**src/rtl/pc_fetch_sequencer.sv**
```systemverilog
// pc_fetch_sequencer: program counter and instruction fetch sequencer
// for the 8-bit MIPS datapath address computation block.
//
// Ports:
//   clk, rst              clock (rising edge), async active-high reset
//   jr_req, jump_req,     redirect requests that pick the address mux
//   branch_taken          input (priority jr > jump > branch)
//   exec_done, stall      advance handshake from the control unit
//   addr_in               address mux output, loaded into pc
//   sel                   address mux select (combinational)
//   pc, pc_plus1          current pc and pc+1 (mod 256, combinational)
//   imem_req, imem_addr   instruction memory request / address
//   imem_ack, imem_rdata  memory acknowledge and fetched word
//   instr, instr_valid    latched instruction and its update pulse
//   fetch_err             pulse when a fetch times out and is retried
module pc_fetch_sequencer #(
    parameter logic [7:0] RESET_VECTOR = 8'h00,
    parameter int         INSTR_W      = 32,
    parameter int         TIMEOUT      = 15
) (
    input  logic               clk,
    input  logic               rst,
    input  logic               jr_req,
    input  logic               jump_req,
    input  logic               branch_taken,
    input  logic               exec_done,
    input  logic               stall,
    input  logic [7:0]         addr_in,
    output logic [1:0]         sel,
    output logic [7:0]         pc,
    output logic [7:0]         pc_plus1,
    output logic               imem_req,
    output logic [7:0]         imem_addr,
    input  logic               imem_ack,
    input  logic [INSTR_W-1:0] imem_rdata,
    output logic [INSTR_W-1:0] instr,
    output logic               instr_valid,
    output logic               fetch_err
);

    typedef enum logic [1:0] {
        BOOT,
        FETCH,
        RETRY,
        EXEC
    } state_t;

    localparam logic [7:0] TO = 8'(TIMEOUT);

    state_t               state_q;
    state_t               state_d;
    logic [7:0]           wait_q;
    logic [7:0]           wait_d;
    logic [7:0]           pc_q;
    logic [7:0]           pc_d;
    logic [INSTR_W-1:0]   instr_q;
    logic [INSTR_W-1:0]   instr_d;
    logic                 req_q;
    logic                 req_d;
    logic                 vld_q;
    logic                 vld_d;
    logic                 err_q;
    logic                 err_d;

    always_ff @(posedge clk or posedge rst) begin
        if (rst) begin
            state_q <= BOOT;
            wait_q  <= 8'd0;
            pc_q    <= RESET_VECTOR;
            instr_q <= '0;
            req_q   <= 1'b0;
            vld_q   <= 1'b0;
            err_q   <= 1'b0;
        end else begin
            state_q <= state_d;
            wait_q  <= wait_d;
            pc_q    <= pc_d;
            instr_q <= instr_d;
            req_q   <= req_d;
            vld_q   <= vld_d;
            err_q   <= err_d;
        end
    end

    always_comb begin
        state_d = state_q;
        wait_d  = wait_q;
        pc_d    = pc_q;
        instr_d = instr_q;
        vld_d   = 1'b0;
        err_d   = 1'b0;
        sel     = 2'b00;

        unique case (state_q)
            BOOT: begin
                state_d = FETCH;
            end

            FETCH: begin
                if (imem_ack) begin
                    instr_d = imem_rdata;
                    vld_d   = 1'b1;
                    wait_d  = 8'd0;
                    state_d = EXEC;
                end else if (wait_q == TO) begin
                    err_d   = 1'b1;
                    wait_d  = 8'd0;
                    state_d = RETRY;
                end else begin
                    wait_d  = wait_q + 8'd1;
                end
            end

            RETRY: begin
                state_d = FETCH;
            end

            EXEC: begin
                priority case (1'b1)
                    jr_req:       sel = 2'b11;
                    jump_req:     sel = 2'b10;
                    branch_taken: sel = 2'b01;
                    default:      sel = 2'b00;
                endcase
                if (exec_done && !stall) begin
                    pc_d    = addr_in;
                    state_d = FETCH;
                end
            end

            default: begin
                state_d = BOOT;
            end
        endcase

        // Request is a flop of the next state so it never glitches.
        req_d = (state_d == FETCH);
    end

    assign pc          = pc_q;
    assign pc_plus1    = pc_q + 8'd1;
    assign imem_addr   = pc_q;
    assign imem_req    = req_q;
    assign instr       = instr_q;
    assign instr_valid = vld_q;
    assign fetch_err   = err_q;

endmodule

```
**config.mk**
```make
export PLATFORM = sky130hd
export DESIGN_NAME = pc_fetch_sequencer
export DESIGN_NICKNAME = d
export VERILOG_FILES = /design/src/rtl/pc_fetch_sequencer.sv
export SDC_FILE = /design/constraint.sdc
export NUM_CORES = 1
export LEC_CHECK = 0
export CORE_MARGIN = 8
export CORE_UTILIZATION = 37
export DETAILED_ROUTE_END_ITERATION = 7
export PLACE_DENSITY_LB_ADDON = 0.12
export SLEW_MARGIN = 10
export SYNTH_ARGS = -nofsm -noshare
export SYNTH_HDL_FRONTEND = slang
export SYNTH_SLANG_ARGS = --single-unit
```
**constraint.sdc**
```tcl
create_clock -name clk -period 1.3 [get_ports clk]
set_input_delay 0.13 -clock clk [delete_from_list [all_inputs] [get_ports clk]]
set_output_delay 0.13 -clock clk [all_outputs]
set_load 0.01 [all_outputs]
```
* After elaboration in Yosys (flattened, before gate mapping)
Cells that the tools add are included.
** Word-level totals
- Register bits after elaboration :: 53
- Output and inout port bits :: 61
- Memory bits (read-only) :: 0
- Latch bits :: 0
- Memory bits (writable) :: 0
- Memories :: 0
- Input port bits :: 48
- Word-level logic and storage cells :: 35
** Cells by class
- Shifts and indexed selects :: 0
- Multiplexer cells :: 15
- $mul :: 0
- Order comparisons :: 0
- $add $sub $neg :: 2
- Bitwise operators :: 0
- Reduce and logical (&&, ||, !) cells :: 6
- Eq/ne operators :: 5
- Div/mod/pow operators :: 0
** Operators by type and width (number)
- 8-bit by 1-bit adder with 8-bit output, second input constant :: 2
- 8-bit two-way mux :: 2
- 2-bit two-way mux :: 6
- 8-bit by 4-bit == test with 1-bit output, second input constant :: 1
- 1-bit two-way mux :: 6
- 2-bit one-hot mux with 3 select lines :: 1
- 2-bit by 1-bit == test with 1-bit output, second input constant :: 2
- 2-bit == test, second input constant :: 2
- 2-bit AND reduction :: 2
- 2-bit zero test :: 1
- 2-bit OR reduction :: 1
- 1-bit logical AND :: 1
- 1-bit zero test :: 1

* Logic depth before layout (Yosys ltp)
- Depth after elaboration :: 5
- Depth in mapped cells :: 5
- Depth with buffers taken out :: 5

* Worst setup path before layout
OpenSTA, ideal clock, no wires.
- Path type :: reg2reg
- Start point :: register wait_q[0]
- End point :: register wait_q[7]
- Required time :: 1.218 ns
- Cell stages (with the launch flop) :: 6
- Buffers on the path :: 0
- Period minus slack after synthesis :: 1.409 ns
- Setup time :: 0.082 ns
- Path slack :: -0.109 ns
- Arrival :: 1.328 ns
- Path through :: dfrtp_1 > ha_1 > and3_1 > a211oi_2 > nand2b_1 > a31oi_1
** Between the ends
- Word-level cells in the longest chain between the ends :: 3
- Elaborated cells between the ends (all ways) :: 4
- Those cells by class :: add/sub (1); eq/ne (1); mux (2)
** Ends and longest elaborated chain
- start, declared :: RTL line 52 : logic [7:0] wait_q;
- start signal, assigned :: RTL line 76 : wait_q <= wait_d;
- 8-bit by 1-bit adder with 8-bit output / 8-bit by 4-bit == test with 1-bit output (equally long branches) :: RTL line 110, 105
- 8-bit two-way mux * :: RTL line 105 : end else if (wait_q == TO) begin
- 8-bit two-way mux * :: RTL line 100 : if (imem_ack) begin
Every way passes the cells marked *; elsewhere a longest branch is shown, timed or not.
A chain may end at the register's enable or synchronous reset.

* Worst setup path in the final report
- Start point :: register pc_q[1], in the netlist imem_addr[1]
- End point :: output port pc_plus1[7]
** Between the ends
- Word-level cells in the longest chain between the ends :: 1
** Ends and longest elaborated chain
- start, declared :: RTL line 54 : logic [7:0] pc_q;
- start signal, assigned :: RTL line 77 : pc_q <= pc_d;
- 8-bit by 1-bit adder with 8-bit output :: RTL line 141 : assign pc_plus1 = pc_q + 8'd1;
- end, declared :: RTL line 31 : output logic [7:0] pc_plus1,
Every way passes these cells.

==> results.yml <==
status:
  status: "finished with violations"
  violations: "setup timing"
logic_synthesis:
  syn_area_um2: 2380
  synth-seq-area-share: 0.557
  ys_ff_latch: 53
  avgSynthCellArea_um2: 14.1
  synth_fp_nets: 219
  ys_types: 28
  netlist_instances: 169
  yosys_warnings: 0
global_routing:
  grt_start_max_net_pins: 20
  grt_usage: 0.135
  grt_pass1_wl_um: 9600
  grt_overflow: 0
  antenna_found_initial: 0
  grt_pass1_vias: 1920
clock_tree:
  clock-sinks: 53
  hold_buffers: 0
  cts_buffers: 5
  htree_num_levels: 2
  tritoncts: "yes"
  ctsLongestPathBuffers: 2
  clkLatencyLatePin_ns: 0.31
  cts.clk_slew.worst_paths_ns: 0.09
  cts_root_buf: "clkbuf_8"
finish:
  diodes: 0
  drive_gt1_frac: 0.443
  n_fill_cell: 497
  finish.net_count: 365
  syn_to_final_growth_pct: 70.8
  layout_common_cells: "dfrtp_1 (49), clkdlybuf4s50_1 (47), dlygate4sd2_1 (38), buf_4 (32), mux2_4 (29)"
  fin_cells: 393
  layout_commonest_cell: "dfrtp_1"
routing:
  wl_um: 6260
  vias: 1819
  via_per_inst: 4.63
  first_pass_iters: 4
  final_antenna_net_count: 0
  drtIter0Drc: 38
  drcViolationCount: 0
  avgRoutedWirePerCell_um: 15.9
placement:
  post-place-cells: 376
  io_buffer_count: 108
  gp_congestion: 0.800
  dp_hpwl_um: 4720
  pre_cts_ws_ns: -0.472
timing:
  setup_viol: 25
  fin_setup_tns_ns: -2.65
  fin_ws_ns: -0.298
  drv_slew: 0
  tightestPinTransition_ns: 0.330
  finClkSkew_ns: 0.00391
  min_period_ns: 1.60
  max_freq_mhz: 626
  grt_setup_unrepaired: "true"
  relSlewSlack: 0.778
  min_period_over_period: 1.23
  hold_violations: 0
power:
  peakVddDrop_uv: 1070
  p_leak_uw: 0.00195
  pwr_density_cell_nw_per_um2: 1720
setup_path:
  cp_data_required_time_ns: 1.17
  path_class: "reg2out"
  worst_setup_path_start_kind: "register"
  cp_max_fo: 3
  cp-end-kind: "output pin"
  cp.arrival_ns: 1.47
floorplan:
  coreArea_um2: 6280
  io-pin-count: 109
  die_x_um: 96.2
  dieArea_um2: 9260
  start_util: 0.380
  rows: 29
  die_h_um: 96.2
job:
  maxCapViolations: 0
worst_hold_path:
  hp-class: "in2async"
flip-flops by register name, summed over array words and instances (netlist names):
register	cells
imem_req	1
instr_valid	1
fetch_err	1
instr	32
state_q	2
wait_q	8
imem_addr	8
per-layer routing:
metal  vias up  wire [µm]  GRT usage
met1       867       2560      0.160
met3         5        858     0.0725
li1        861          -          -
met2        86       2800      0.209
met5         -          0          0
met4         0         50     0.0346
path summary, 6_finish.rpt:
kind	from	end	slack, ns	cells past startpoint
max	imem_addr[1]$_DFFE_PP0P_	pc_plus1[7]	-0.30	5
min	rst	state_q[0]$_DFF_PP0_	0.22	3
max reg2reg	state_q[1]$_DFF_PP0_	instr[10]$_DFFE_PP0P_	-0.12	5
min reg2reg	instr[31]$_DFFE_PP0P_	instr[31]$_DFFE_PP0P_	0.51	1
max in group asynchronous	rst	wait_q[4]$_DFFE_PP0N_	0.85	3
min in group clk	imem_rdata[20]	instr[20]$_DFFE_PP0P_	0.43	2
cells by family after synthesis:
kind of cell,share of synthesized area
flops,0.557
mux,0.239
simple gates,0.0777
buf+inv,0.0520
xor+xnor,0.0368
compound gates,0.0268
fa+ha+maj,0.0105
worst max-delay path, cell delays in order (launching register included):
cell and delay, ns:
dfrtp_1 0.39, and3_4 0.20, nand3_4 0.07, or2_4 0.24
xnor2_2 0.12, buf_2 0.14
cells in the mapped netlist (all sizes together):
cell type,n,area (µm²)
a211oi,1,12.5
a21oi,3,15.0
a22o,1,8.76
a31oi,1,6.26
a32o,1,10.0
and3,3,18.8
buf,12,101
dfrtp,53,1330
ha,2,25.0
inv,6,22.5
mux2,41,571
nand2,6,30.0
nand2b,2,12.5
nand3,6,30.0
nand4,2,12.5
nor2,9,33.8
nor2b,2,12.5
nor3,3,15.0
nor4,1,6.26
o21ai,1,5.00
o22ai,1,6.26
or2,1,6.26
or4,1,7.51
xnor2,5,43.8
xor2,5,43.8
metrics by stage:
| step | hold WS, ns | utilization | area [µm²] | total power, µW |
|---|---|---|---|---|
| after CTS | 0.220 | 0.640 | 4020 | 7010 |
| after global routing | 0.240 | 0.648 | 4070 | 7410 |
| final | 0.217 | 0.648 | 4070 | 6980 |
| after detailed placement | 0.493 | 0.601 | 3770 | 6080 |
| after global placement | 0.488 | 0.601 | 3770 | 6020 |
| after floorplan | 0.191 | - | 2430 | 4100 |
cell type report:
cell class | instances | area (µm²) | share of cell area
timing repair buffer | 151 | 1390 | 0.342
sequential | 53 | 1330 | 0.327
clock inverter | 2 | 37.5 | 0.00923
clock buffer | 6 | 82.6 | 0.0203
multi-input combinational | 98 | 1100 | 0.271
inverter | 6 | 26.3 | 0.00646
tap | 77 | 96.3 | 0.0237
what timing repair did:
| item | CTS | global route |
|---|---|---|
| setup endpoints to repair | 100 | 67 |
| cloned | 3 | 0 |
| gates resized for setup | 122 | 29 |
| setup buffers | 7 | 1 |
| pin swaps | 13 | 12 |
power breakdown:
part	internal (µW)	total [µW]	switching, µW	leakage [µW]
Combinational	1980	3330	1360	0.00126
Sequential	2170	2480	317	0.000631
Clock	626	1160	536	0.0000574
Total	4770	6980	2210	0.00195
(Power assumes the default switching activity.)
